## config.mk

```make
export PLATFORM = sky130hd
export DESIGN_NAME = master_in_burst
export DESIGN_NICKNAME = d
export VERILOG_FILES = /design/src/rtl/master_in_burst.sv
export SDC_FILE = /design/constraint.sdc
export NUM_CORES = 1
export LEC_CHECK = 0
export CAP_MARGIN = 20
export CORE_MARGIN = 1.5
export CORE_UTILIZATION = 45
export CTS_CLUSTER_DIAMETER = 80
export CTS_CLUSTER_SIZE = 16
export DETAILED_ROUTE_END_ITERATION = 7
export DONT_BUFFER_PORTS = 1
export PLACE_DENSITY = 0.62
export SETUP_SLACK_MARGIN = 0.5
export SLEW_MARGIN = 15
export SYNTH_ARGS = -nofsm -noshare
export SYNTH_HDL_FRONTEND = slang
export SYNTH_SLANG_ARGS = --single-unit
```

## constraint.sdc

```tcl
create_clock -name clk -period 2.6 [get_ports clk]
set_input_delay 0.39 -clock clk [delete_from_list [all_inputs] [get_ports clk]]
set_output_delay 0.39 -clock clk [all_outputs]
set_load 0.01 [all_outputs]
```

## src/rtl/master_in_burst.sv

```systemverilog
// rtl/master_in_burst.sv - serial burst read receiver with timeout abort and a first-word fall-through FIFO
module master_in_burst #(
  parameter int DATA_WIDTH = 8,
  parameter int BURST_W    = 12,
  parameter int FIFO_DEPTH = 4,
  parameter int MSB_FIRST  = 0,
  parameter int TIMEOUT    = 255
) (
  input  logic                          clk,
  input  logic                          reset,
  input  logic                          tx_done,
  input  logic [1:0]                    instruction,
  input  logic [BURST_W-1:0]            burst_num,
  input  logic                          slave_valid,
  input  logic                          rx_data,
  input  logic                          data_ready,
  output logic                          master_ready,
  output logic                          new_rx,
  output logic [DATA_WIDTH-1:0]         data,
  output logic                          data_valid,
  output logic [$clog2(FIFO_DEPTH):0]   fifo_level,
  output logic                          rx_done,
  output logic                          timeout_err
);

  localparam int AW  = $clog2(FIFO_DEPTH);
  localparam int BCW = (DATA_WIDTH > 1) ? $clog2(DATA_WIDTH) : 1;
  localparam int TCW = $clog2(TIMEOUT + 1);
  localparam logic [BCW-1:0] LAST_BIT = BCW'(DATA_WIDTH - 1);
  localparam logic [TCW-1:0] TO_LAST  = TCW'(TIMEOUT - 1);
  localparam logic [AW:0]    DEPTH    = (AW + 1)'(FIFO_DEPTH);

  typedef enum logic [1:0] {IDLE, WAIT, RECV, DONE} state_t;

  state_t                state;
  logic [BCW-1:0]        bit_cnt;
  logic [BCW-1:0]        bit_idx;
  logic [BURST_W-1:0]    words_left;
  logic [TCW-1:0]        tcnt;
  logic [DATA_WIDTH-1:0] shift_q;
  logic [DATA_WIDTH-1:0] shift_d;
  logic [DATA_WIDTH-1:0] mem [FIFO_DEPTH];
  logic [AW-1:0]         wptr;
  logic [AW-1:0]         rptr;
  logic [AW:0]           level;
  logic                  push;
  logic                  pop;

  // Each sample is written straight into its final bit position, so the
  // assembled word on the last bit already includes the incoming bit.
  assign bit_idx = (MSB_FIRST != 0) ? (LAST_BIT - bit_cnt) : bit_cnt;

  always_comb begin
    shift_d = shift_q;
    shift_d[bit_idx] = rx_data;
  end

  assign push         = (state == RECV) && (bit_cnt == LAST_BIT);
  assign data_valid   = (level != '0);
  assign pop          = data_valid && data_ready;
  assign master_ready = (state == WAIT) && (level < DEPTH);
  assign fifo_level   = level;
  assign data         = data_valid ? mem[rptr] : '0;

  always_ff @(posedge clk or negedge reset) begin
    if (!reset) begin
      state       <= IDLE;
      bit_cnt     <= '0;
      words_left  <= '0;
      tcnt        <= '0;
      shift_q     <= '0;
      new_rx      <= 1'b0;
      rx_done     <= 1'b0;
      timeout_err <= 1'b0;
    end else begin
      new_rx      <= push;
      rx_done     <= 1'b0;
      timeout_err <= 1'b0;
      case (state)
        IDLE: begin
          if (tx_done && instruction == 2'b11) begin
            words_left <= burst_num;
            tcnt       <= '0;
            state      <= WAIT;
          end
        end
        WAIT: begin
          if (slave_valid) begin
            tcnt <= '0;
            if (master_ready) begin
              bit_cnt <= '0;
              state   <= RECV;
            end
          end else if (tcnt == TO_LAST) begin
            timeout_err <= 1'b1;
            tcnt        <= '0;
            state       <= IDLE;
          end else begin
            tcnt <= tcnt + 1'b1;
          end
        end
        RECV: begin
          shift_q <= shift_d;
          bit_cnt <= bit_cnt + 1'b1;
          if (push) begin
            bit_cnt <= '0;
            tcnt    <= '0;
            if (words_left == '0) begin
              state <= DONE;
            end else begin
              words_left <= words_left - 1'b1;
              state      <= WAIT;
            end
          end
        end
        DONE: begin
          rx_done <= 1'b1;
          state   <= IDLE;
        end
        default: state <= IDLE;
      endcase
    end
  end

  // Pointers are AW bits wide, so they wrap modulo the power-of-two depth.
  always_ff @(posedge clk or negedge reset) begin
    if (!reset) begin
      wptr  <= '0;
      rptr  <= '0;
      level <= '0;
    end else begin
      if (push) wptr <= wptr + 1'b1;
      if (pop)  rptr <= rptr + 1'b1;
      case ({push, pop})
        2'b10:   level <= level + 1'b1;
        2'b01:   level <= level - 1'b1;
        default: level <= level;
      endcase
    end
  end

  always_ff @(posedge clk) begin
    if (push) mem[wptr] <= shift_d;
  end

endmodule

```

---- Word-level counts from Yosys, hierarchy flattened ----
Memories as Yosys holds them, arrays and structs flattened.
Index checks and enable logic that the tools add are counted.
storage, ports and cells
  input bits .............................. 20
  memory bits (writable) .................. 32
  register bits after elaboration ......... 43
  logic and storage cells ................. 84
  latch bits .............................. 0
  memories kept ........................... 1
  output and inout port bits .............. 16
  memory bits (read-only) ................. 0
memories
  name  words  bits a word  read ports  clocked after Yosys merged registers in  write ports  RTL line  source
  mem   4      8            1           0                                        1            42        logic [DATA_WIDTH-1:0] mem [FIFO_DEPTH];
operators by class
  $add $sub $neg .......................... 7
  bitwise gates (word level) .............. 0
  equality and inequality tests ........... 15
  reductions and logical operators ........ 16
  shifts and indexed selects .............. 0
  div/mod/pow operators ................... 0
  multiplexer cells ....................... 31
  magnitude comparators ................... 3
  multiply operators ...................... 0
operator list
  operator                                                               number
  8-bit 2-to-1 mux                                                       5
  12-bit 2-to-1 mux                                                      3
  12-bit case mux with 2 select lines                                    1
  8-bit case mux with 3 select lines                                     1
  12-bit logical NOT                                                     1
  2-bit 2-to-1 mux                                                       6
  3-bit case mux with 2 select lines                                     2
  12-bit by 1-bit subtractor with 12-bit output, second input constant   1
  2-bit inequality test, second input constant                           5
  3-bit 2-to-1 mux                                                       3
  8-bit by 1-bit adder with 8-bit output, second input constant          1
  8-bit bitwise mux                                                      1
  2-bit equality test, second input constant                             4
  8-bit equality test, second input constant                             1
  2-bit case mux with 4 select lines                                     1
  4-bit AND reduction                                                    2
  1-bit 2-to-1 mux                                                       7
  3-bit by 1-bit adder with 3-bit output, second input constant          2
  3-bit AND reduction                                                    2
  2-bit nonzero test                                                     3
  3-bit nonzero test                                                     2
  1-bit logical AND                                                      5
  2-bit by 1-bit adder with 2-bit output, second input constant          2
  2-bit by 1-bit equality test with 1-bit output, second input constant  2
  9 further kinds                                                        9

---- Logic depth before layout (Yosys ltp) ----
Gate-level depths: netlist of run 1.
  word-level depth ........................ 5
  mapped depth ............................ 11
  depth with buffers taken out ............ 9

---- Worst setup path before layout of run 1 ----
OpenSTA, ideal clock, no wires.
  kind .................................... reg-to-reg
  start point ............................. reg state[0]
  end point ............................... reg level[2] (netlist: fifo_level[2])
  stages on the path, launching flop included .. 12
  arrival ................................. 2200 ps
  slack ................................... 320 ps
  library setup time ...................... 79 ps
  period minus slack after synthesis ...... 2280 ps
  cells stage by stage .................... dfrtp_1 -> inv_1 -> ha_1 -> clkdlybuf4s15_1 -> clkbuf_1 -> nand2_1 -> ha_1 -> inv_1 -> fa_1 -> xor2_1 -> nor2_1 -> xor2_1
between the ends
  word-level cells in the longest chain between the ends .. 4
  elaborated cells between the ends (all ways) .. 6
  classes of those cells .................. eq/ne (3); mux (1); reduce/logical (2)
RTL lines
  item                                                                                   RTL line  source
  from (decl)                                                                            35        state_t state;
  from (signal assigned)                                                                 67        state <= IDLE;
  from (signal assigned)                                                                 84        state <= WAIT;
  from (signal assigned)                                                                 92        state <= RECV;
  2-bit equality test *                                                                  58        assign push = (state == RECV) && (bit_cnt == LAST_BIT);
  1-bit logical AND *                                                                    58
  2-bit by 1-bit equality test with 1-bit output or 2-bit equality test (tied branches)  134       case ({push, pop})
  3-bit case mux with 2 select lines or 2-bit nonzero test (tied branches)               n/a
  to (signal assigned)                                                                   135       2'b10: level <= level + 1'b1;
  to (signal assigned)                                                                   136       2'b01: level <= level - 1'b1;
  to (signal assigned)                                                                   137       default: level <= level;
  to (decl)                                                                              45        logic [AW:0] level;
Every way passes the cells marked *; elsewhere a longest branch is shown, timed or not.
A chain may end at the register's enable or synchronous reset.

---- Worst setup path after layout of run 1 ----
  start point ............................. reg words_left[3]
  end point ............................... reg words_left[8]
between the ends
  word-level cells in the longest chain between the ends .. 4
  elaborated cells between the ends (all ways) .. 7
  classes of those cells .................. add/sub (1); eq/ne (1); mux (3); reduce/logical (2)
RTL lines
  item                                           RTL line  source
  from (decl)                                    38        logic [BURST_W-1:0] words_left;
  from (signal assigned)                         82        words_left <= burst_num;
  from (signal assigned)                         111       words_left <= words_left - 1'b1;
  12-bit by 1-bit subtractor with 12-bit output  111
  12-bit 2-to-1 mux                              108       if (words_left == '0) begin
  12-bit 2-to-1 mux                              105       if (push) begin
  12-bit case mux with 2 select lines            79        case (state)
Several ways; a longest one is shown, not always the timed one. The select of a mux whose other input is x is not followed.

==> impl_metrics.csv, run 1 <==
group,metric,value,unit
clock_network,clock_tree_from_tritoncts,"yes",
final_layout,area_delta_synth_final,12.1,%
final_layout,antenna_cells,0,
floorplan,rows,33,
routing,post_drt_wl_per_cell,16.4,µm
final_layout,fillers,732,
clock_network,clock_tree.buffer_depth,2,
worst_hold_path,min-delay-path-class,"input pin to flop",
floorplan,die-area,9110,µm²
routing,topRoutingLayerUsed,"met4",
routing,routed-wl-met3,275,µm
clock_network,clockRootBuffer,"clkbuf_8",
setup_path,worst_setup_path_start_kind,"flop",
routing,vias_per_cell,5.61,
synthesis,asyncSetResetFlopFracSynth,57.3,%
synthesis,ys.warnings.count,0,
timing,slew-limit-headroom,66.5,%
power_and_ir_drop,power_density,925,nW/µm²
timing,hold_viol,0,
synthesis,dominantRegCellSynth,"dfrtp_1",
global_route,grt_pass1_vias,2509,
job,max_cap_viol_count,0,
timing,setup_viol,0,
final_layout,share_of_layout_cells_above_drive_strength_1,24.3,%
timing,post-route-period-util,81.0,%
timing,setup_tns,0,ps
setup_path,worstSetupPathType,"flop to flop",
clock_network,clkTransAtPathRegs,70,ps
clock_network,clk_latency,340,ps
timing,rsz0062_at_grt,"yes",
floorplan,top_level_i_o_count,36,
floorplan,die_y,95.5,µm
global_route,wire_length_of_the_first_global_routing_pass,12300,µm
floorplan,coreArea,8260,µm²
synthesis,synth.avg_cell_area,11.8,µm²
placement,numPlacedInstances,421,
synthesis,seq_area_frac_synth,53.0,%
timing,tightest_slew,497,ps
final_layout,postLayoutCellArea,4310,µm²
placement,place.detailed.hpwl,4980,µm
routing,final_antenna_net_count,0,
timing,timing.hold.ws,218,ps
setup_path,required,2830,ps
global_route,global_route.overflow_total,0,
routing,detail_route.drc_violations,0,
final_layout,finish.net_count,377,
routing,via_count,2526,
floorplan,initial_core_util,46.6,%
synthesis,synth.distinct_cells,58,
routing,aggregate_routed_wire_length,7390,µm
timing,period_needed,2110,ps
global_route,grt_antenna_before_repair,0,
routing,dr.pass1.iters,4,
clock_network,cts_max_level,3,
synthesis,ys_seq_elements,75,
clock_network,clkSinkCount,75,
power_and_ir_drop,total_leakage_power,1.73,nW
timing,fmaxAchievable,475,MHz
routing,routedLengthMet1,3480,µm
global_route,globalRouteTotalUtil,18.1,%
setup_path,type_of_element_capturing_the_critical_path,"flop",
synthesis,synth_nets,362,
power_and_ir_drop,peakVddDrop,0.421,mV
setup_path,critPathMaxFanout,7,
timing,final.setup_skew,5.82,ps
routing,drt_iter0_drc,81,
final_layout,layout.cells.non_filler,450,
clock_network,cts_buffers,9,
placement,port_buffers,0,
outcome,outcome,"complete, no violations",
synthesis,netlist_area,3850,µm²
setup_path,endpoint_arrival_time_on_the_critical_path,2330,ps
synthesis,post_synth_inst_count,325,
placement,gp_routability_congestion,0.760,
synthesis,synth_edf_count,32,
timing,drv_slew,0,
floorplan,chipWidth,95.5,µm
placement,cell_area_after_placement,3970,µm²
routing,route.met2.wl,3520,µm
final_layout,mostFrequentLayoutCells,"39 x dfrtp_1, 32 x edfxtp_1, 25 x nor2_1",
global_route,grt_max_degree,44,
final_layout,final_common_cell,"dfrtp_1",
==> stage by stage <==
step           total power (W)  util (%)  setup WS (ps)
4_1_cts                0.00394      50.8            475
6_report               0.00399      52.2            494
3_3_place_gp           0.00310      48.0            396
5_1_grt                0.00432      52.2            449
2_1_floorplan          0.00279         -            511
3_5_place_dp           0.00313      48.0            391
==> layout make-up <==
class	instances	area, µm²	area share, %
repair buffers	19	173	4.00
clock inverters	5	32.5	0.754
multi-input cells	214	1720	39.9
flip-flops and latches	75	2040	47.4
inverters	21	78.8	1.83
well taps	105	131	3.05
clock buffers	11	131	3.05
==> worst paths after layout <==
check,start,cells past startpoint,end,slack (ps)
max,words_left[3],4,words_left[8],490
min,burst_num[2],2,words_left[2],220
max reg2reg,words_left[3],4,words_left[8],490
min reg2reg,shift_q[1],2,shift_q[1],510
max in group asynchronous,reset,2,bit_cnt[1],1810
min in group asynchronous,reset,2,fifo_level[1],550
==> synthesized netlist by cell type, drive strengths merged, types with 2 or more instances <==
master / count / share of area, %
or3: 5 / 0.85
a31oi: 7 / 1.1
a221o: 2 / 0.52
a211oi: 5 / 1.1
nand3: 6 / 0.78
clkbuf: 10 / 1.0
or4: 6 / 1.3
xnor2: 3 / 0.68
nor2: 25 / 2.4
mux2i: 3 / 0.78
a22o: 2 / 0.46
nand3b: 4 / 0.88
nand4: 4 / 0.65
edfxtp: 32 / 25
and3: 8 / 1.3
and2: 9 / 1.5
ha: 16 / 5.2
a21oi: 8 / 1.0
o31ai: 7 / 1.4
xor2: 3 / 0.68
o211a: 2 / 0.52
o21ai: 12 / 1.6
dfrtp: 43 / 28
a211o: 3 / 0.68
mux2: 15 / 4.4
or2: 2 / 0.33
inv: 21 / 2.0
buf: 4 / 0.68
nor3: 5 / 0.65
nor3b: 5 / 0.98
nor2b: 2 / 0.33
nor4: 4 / 0.81
mux4: 8 / 4.7
o32a: 2 / 0.52
nand2b: 3 / 0.49
nand2: 17 / 1.7
and4: 2 / 0.52
==> where the power goes <==
part | internal [W] | switching (W)
combinational | 0.000690 | 0.000813
clock | 0.000343 | 0.000407
sequential | 0.00146 | 0.000270
==> flip-flops by register name, summed over array words and instances, names as in the netlist <==
signal	flops
bit_cnt	3
fifo_level	3
mem	32
new_rx	1
rptr	2
rx_done	1
shift_q	8
state	2
tcnt	8
timeout_err	1
words_left	12
wptr	2
==> critical path: stages (launching register included) <==
cell	delay (ps)
dfrtp_1	420
or4_4	600
or4_4	560
and4_4	190
a211o_1	220
==> logic make-up (layout without fill, tap and decap cells) <==
kind of cell	count (synthesis)	after routing	synth area share [%]
AND/OR/NAND/NOR	107	107	15.4
flip-flops	75	75	53.0
AO/OA/AOI/OAI	58	58	10.7
buffers and inverters	36	56	4.00
multiplexers	26	26	9.86
adder cells (fa/ha/maj)	17	17	5.73
XOR/XNOR	6	6	1.37
==> per-layer routing <==
| layer | global-route usage, % | vias to the layer above |
|---|---|---|
| met1 | 23.2 | 1240 |
| li1 | - | 1233 |
| met2 | 29.3 | 44 |
| met3 | 3.91 | 9 |
| met5 | 0 | - |
| met4 | 8.09 | 0 |
==> what timing repair did <==
action / in CTS / in global routing
pin swaps: 0 / 4
gates resized for setup: 6 / 14
buffers inserted: 2 / 9
hold endpoints to repair: 43 / 0
hold buffers: 2 / 0
setup endpoints to repair: 22 / 22
Note: power is estimated with default switching activity, not from simulation.
==> run 2, diff against run 1 <==
clock period = 2.1 ns   (was 2.6 ns; I/O delays follow)
==> run 2 against run 1 <==
Effect of this change: combinational power increased by 93%; highest routed layer unchanged; hold slack got worse by 69 ps; sequential share of layout area decreased by 5.8 points; non-clock buffer count increased by 35; via count increased by 7.6%; global-route usage increased by 1.1 points; wire length increased by 9.6%; critical endpoint is now words_left[9].
==> impl_metrics.csv, run 2 (synthesis gave the netlist of run 1 again) <==
group,metric,value,unit
outcome,outcome,"complete, no violations",
global_route,grt_max_degree,44,
global_route,globalRouteTotalUtil,19.2,%
timing,slew-limit-headroom,72.8,%
final_layout,final_util,59.3,%
power_and_ir_drop,peakVddDrop,0.815,mV
final_layout,largest_registers,"mem x32, words_left x12",
final_layout,mostFrequentLayoutCells,"41 x buf_4, 40 x dfrtp_1, 32 x edfxtp_1",
timing,timing.hold.ws,149,ps
global_route,wire_length_of_the_first_global_routing_pass,13000,µm
floorplan,die_y,95.5,µm
setup_path,critical_path.reg2reg.startpoint,"words_left[9]",
power_and_ir_drop,pwr-share-clk,16.3,%
timing,post-route-period-util,95.5,%
routing,drt_iter0_drc,68,
global_route,global_route.overflow_total,0,
placement,cell_area_after_placement,4220,µm²
worst_hold_path,hold-path-endpoint,"words_left[5]",
floorplan,rows,33,
timing,drv_slew,0,
worst_hold_path,min-delay-path-class,"input pin to flop",
floorplan,initial_core_util,46.6,%
setup_path,r2r_slack,100,ps
floorplan,top_level_i_o_count,36,
floorplan,coreArea,8260,µm²
placement,place.detailed.hpwl,5310,µm
routing,post_drt_wl_per_cell,16.7,µm
setup_path,worst_setup_path_start_kind,"flop",
timing,fmaxAchievable,499,MHz
clock_network,clk_latency,350,ps
timing,final.setup_skew,8.61,ps
global_route,grt_pass1_vias,2643,
power_and_ir_drop,pwr-share-comb,49.1,%
power_and_ir_drop,power_switching,0.00219,W
final_layout,final_common_cell,"buf_4",
final_layout,antenna_cells,0,
power_and_ir_drop,p_seq_share,34.6,%
timing,setup_viol,0,
setup_path,r2r.worst_path.cells,5,
clock_network,cts_buffers,9,
power_and_ir_drop,power_density,1210,nW/µm²
setup_path,critPathMaxFanout,4,
setup_path,timing.rr.end,"words_left[9]",
floorplan,die-area,9110,µm²
final_layout,largest_reg_flops,32,
power_and_ir_drop,power_switching_share,37.1,%
final_layout,postLayoutCellArea,4900,µm²
clock_network,clkSinkCount,75,
routing,vias_per_cell,5.60,
setup_path,worstSetupPathType,"flop to flop",
final_layout,max_flop_register,"mem",
power_and_ir_drop,total_leakage_power,1.99,nW
floorplan,chipWidth,95.5,µm
worst_hold_path,hold_depth,2,
routing,detail_route.drc_violations,0,
routing,final_antenna_net_count,0,
job,max_cap_viol_count,0,
clock_network,clock_tree.buffer_depth,2,
global_route,grt_antenna_before_repair,0,
timing,period_needed,2000,ps
final_layout,finish.net_count,412,
clock_network,cts_max_level,3,
final_layout,fillers,681,
worst_hold_path,min-delay-start,"burst_num[5]",
clock_network,clkTransAtPathRegs,80,ps
timing,hold_viol,0,
final_layout,area_delta_synth_final,27.4,%
power_and_ir_drop,power_report.internal_total,0.00371,W
final_layout,share_of_layout_cells_above_drive_strength_1,42.1,%
timing,tightest_slew,407,ps
setup_path,endpoint_arrival_time_on_the_critical_path,2230,ps
routing,aggregate_routed_wire_length,8100,µm
setup_path,required,2320,ps
timing,rsz0062_at_grt,"yes",
setup_path,type_of_element_capturing_the_critical_path,"flop",
clock_network,clockRootBuffer,"clkbuf_8",
clock_network,clock_tree_from_tritoncts,"yes",
routing,dr.pass1.iters,4,
placement,port_buffers,0,
routing,via_count,2717,
placement,gp_routability_congestion,0.860,
[run 2: cell type report]
class / count / area, µm² / share of cell area, %
clock inverter: 6 / 40.0 / 0.817
multi-input combinational: 214 / 1980 / 40.5
clock buffer: 10 / 128 / 2.60
inverter: 21 / 81.3 / 1.66
tap: 105 / 131 / 2.68
sequential: 75 / 2040 / 41.6
timing repair buffer: 54 / 495 / 10.1
[run 2: metrics by stage]
| stage | power (W) | setup slack (ps) | TNS [ps] | std cells |
|---|---|---|---|---|
| after floorplan | 0.00363 | 9.90 | 0 | 325 |
| after global placement | 0.00419 | 35.9 | 0 | 443 |
| after CTS | 0.00559 | 89.7 | 0 | 472 |
| final | 0.00591 | 95.1 | 0 | 485 |
| after global routing | 0.00631 | 63.2 | 0 | 485 |
| after detailed placement | 0.00423 | -20.5 | -20.5 | 443 |
[run 2: repair_timing]
action	in CTS	in global routing
endpoints found under the setup margin	36	50
pin swaps	15	19
hold buffers	2	0
resized for setup	32	38
endpoints found under the hold margin	43	0
cloned	1	0
setup buffers	10	13
[run 2: critical path, stage by stage, from the launching register on]
cell and delay (ps):
dfrtp_1 390, or4_4 580, or4_4 540, buf_6 160
a21oi_2 150, nor3_1 70
[run 2: worst max-delay path by stage]
stage | cells past startpoint | startpoint | to
after floorplan | 6 | words_left[6] | words_left[8]
after global placement | 4 | words_left[5] | words_left[9]
after detailed placement | 4 | words_left[5] | words_left[9]
after CTS | 5 | words_left[3] | state[1]
after global routing | 8 | state[0] | words_left[5]
final | 5 | words_left[9] | words_left[9]
[run 2: layer usage]
metal / GRT usage [%] / vias up / share of wire [%]
met5: 0 / - / 0
li1: - / 1296 / -
met2: 31.2 / 52 / 49
met4: 6.62 / 0 / 1.1
met3: 6.46 / 12 / 4.7
met1: 23.9 / 1357 / 45
[run 2: power groups by stage]
stage / combinational, W / sequential, W / clock (W)
2_1_floorplan: 0.00161 / 0.00202 / 0
3_3_place_gp: 0.00215 / 0.00204 / 0
3_5_place_dp: 0.00218 / 0.00205 / 0
4_1_cts: 0.00254 / 0.00205 / 0.00100
5_1_grt: 0.00317 / 0.00208 / 0.00106
6_report: 0.00290 / 0.00204 / 0.000961
==> run 3, diff against run 2 <==
clock period = 2.2 ns   (was 2.1 ns; I/O delays follow)
==> run 3 against run 2 <==
Effect of this change: sequential share of layout area is 0.96 points higher; register-to-register slack better by 50 ps; largest power group unchanged; global-route usage decreased by 0.065 points; combinational power shrank 11%; clock skew increased by 2.0 ps; hold slack lost 3.2 ps; setup slack better by 53 ps; non-clock buffer count decreased by 8; die area unchanged; power down 3.1%; fmax fell by 2.3%.
==> impl_metrics.csv, run 3 (synthesis gave the netlist of run 1 again) <==
group,metric,value,unit
routing,via_count,2722,
final_layout,largest_reg_flops,32,
worst_hold_path,hold_depth,2,
routing,vias_per_cell,5.71,
clock_network,clockRootBuffer,"clkbuf_8",
final_layout,final_common_cell,"dfrtp_1",
routing,dr.pass1.iters,5,
final_layout,postLayoutCellArea,4790,µm²
floorplan,chipWidth,95.5,µm
routing,final_antenna_net_count,0,
routing,aggregate_routed_wire_length,8080,µm
setup_path,cp_slowest_stage_delay,590,ps
setup_path,critical-path-top-delay-family,"simple AND/OR/NAND/NOR gates",
setup_path,type_of_element_capturing_the_critical_path,"flop",
setup_path,timing.rr.end,"words_left[8]",
worst_hold_path,min-delay-path-class,"input pin to flop",
final_layout,max_flop_register,"mem",
setup_path,cp_slowest_cell,"or4_4",
global_route,grt_max_degree,44,
routing,detail_route.drc_violations,0,
final_layout,antenna_cells,0,
timing,final.setup_skew,10.6,ps
setup_path,critPathMaxFanout,8,
setup_path,r2r.worst_path.cells,4,
power_and_ir_drop,power_switching_share,35.5,%
clock_network,clock_tree_from_tritoncts,"yes",
final_layout,largest_registers,"mem x32, words_left x12",
timing,setup_tns,0,ps
placement,gp_routability_congestion,0.813,
timing,slew-limit-headroom,70.6,%
floorplan,coreArea,8260,µm²
setup_path,r2r_slack,150,ps
setup_path,critical-path-top-cell-by-count,"or4_4",
timing,post-route-period-util,93.3,%
final_layout,area_delta_synth_final,24.6,%
timing,tightest_slew,441,ps
setup_path,critPathBufInv,0,
job,max_cap_viol_count,0,
setup_path,critical_path.reg2reg.startpoint,"words_left[7]",
final_layout,share_of_layout_cells_above_drive_strength_1,38.2,%
timing,rsz0062_at_grt,"yes",
power_and_ir_drop,pwr-share-comb,45.1,%
power_and_ir_drop,pwr-share-clk,20.4,%
clock_network,cts_max_level,3,
power_and_ir_drop,power_report.internal_total,0.00369,W
clock_network,cts_buffers,9,
setup_path,required,2450,ps
placement,cell_area_after_placement,4110,µm²
global_route,globalRouteTotalUtil,19.1,%
setup_path,worst_setup_path_start_kind,"flop",
placement,dpl_worst_slack,99.6,ps
placement,port_buffers,0,
clock_network,clkTransAtPathRegs,80,ps
power_and_ir_drop,total_leakage_power,1.96,nW
timing,setup_ws,148,ps
setup_path,worstSetupPathType,"flop to flop",
power_and_ir_drop,power_density,1190,nW/µm²
global_route,wire_length_of_the_first_global_routing_pass,13000,µm
routing,post_drt_wl_per_cell,16.9,µm
power_and_ir_drop,peakVddDrop,0.588,mV
power_and_ir_drop,p_seq_share,34.5,%
worst_hold_path,hold-path-endpoint,"words_left[4]",
floorplan,rows,33,
timing,fmaxAchievable,487,MHz
timing,period_needed,2050,ps
routing,drt_iter0_drc,73,
clock_network,clk_latency,350,ps
outcome,outcome,"complete, no violations",
worst_hold_path,min-delay-start,"burst_num[4]",
global_route,grt_antenna_before_repair,0,
placement,place.detailed.hpwl,5200,µm
floorplan,die_y,95.5,µm
clock_network,clkSinkCount,75,
timing,setup_viol,0,
setup_path,endpoint_arrival_time_on_the_critical_path,2300,ps
power_and_ir_drop,power_switching,0.00204,W
clock_network,clock_tree.buffer_depth,2,
timing,drv_slew,0,
final_layout,mostFrequentLayoutCells,"39 x dfrtp_1, 32 x edfxtp_1, 31 x buf_4",
global_route,grt_pass1_vias,2702,
floorplan,initial_core_util,46.6,%
timing,hold_viol,0,
final_layout,finish.net_count,404,
global_route,global_route.overflow_total,0,
setup_path,critical_path.cell_chain,"or4_4 > or4_4 > and4_4 > a211o_1",
floorplan,die-area,9110,µm²
floorplan,top_level_i_o_count,36,
[run 3: cell types whose count changed in the layout (fill, tap and decap cells not counted), moves of 3 or more]
| cell | change |
|---|---|
| buf_4 | -10 |
| a21oi_1 | +5 |
| a21oi_2 | -3 |
| and3_2 | +3 |
| and3_4 | -3 |
| buf_6 | +3 |
| nor3_1 | +3 |
| nor3_2 | -3 |
[run 3: per-layer routing]
metal	vias to the layer above	track usage, %	wire, µm
li1	1296	-	-
met1	1357	24.1	3680
met2	55	31.7	4020
met3	14	4.15	242
met4	0	8.21	143
met5	-	0	0
[run 3: how the worst max path moves through the flow]
| stage | endpoint | depth (start not counted) | from |
|---|---|---|---|
| 2_1_floorplan | words_left[8] | 6 | words_left[6] |
| 3_3_place_gp | words_left[9] | 4 | words_left[5] |
| 3_5_place_dp | words_left[9] | 4 | words_left[5] |
| 4_1_cts | words_left[8] | 4 | words_left[3] |
| 5_1_grt | words_left[8] | 4 | words_left[7] |
| 6_report | words_left[8] | 4 | words_left[7] |
[run 3: area by class of cell]
| class | count | area, µm² |
|---|---|---|
| inverter | 21 | 78.8 |
| timing repair buffer | 46 | 442 |
| clock inverter | 6 | 90.1 |
| sequential | 75 | 2040 |
| fill | 688 | 3470 |
| multi-input combinational | 214 | 1880 |
| tap | 105 | 131 |
| clock buffer | 10 | 128 |
[run 3: timing repair]
action,CTS,global route
resized for setup,34,26
endpoints found under the hold margin,43,0
pin swaps,17,15
hold buffers,2,0
setup endpoints to repair,33,34
buffers inserted,14,9
gates cloned,1,0
[run 3: through the flow]
stage	hold slack (ps)	std cells	power [W]	util, %
floorplan	34.4	325	0.00340	-
global placement	35.4	435	0.00383	49.8
detailed placement	35.6	435	0.00389	49.8
CTS	139	468	0.00546	56.1
global route	145	477	0.00609	58.0
finish	146	477	0.00573	58.0
[run 3: power groups by stage]
stage	registers [W]	logic, W	clock network [W]
5_1_grt	0.00201	0.00283	0.00124
6_report	0.00198	0.00258	0.00117
3_3_place_gp	0.00196	0.00187	0
4_1_cts	0.00198	0.00230	0.00119
2_1_floorplan	0.00192	0.00148	0
3_5_place_dp	0.00197	0.00191	0
[run 3: worst reg2reg max path, delay by kind of cell (launching register included)]
kind	cells	cell delay [ps]
flops	1	400
compound gates	1	220
simple gates	3	1330
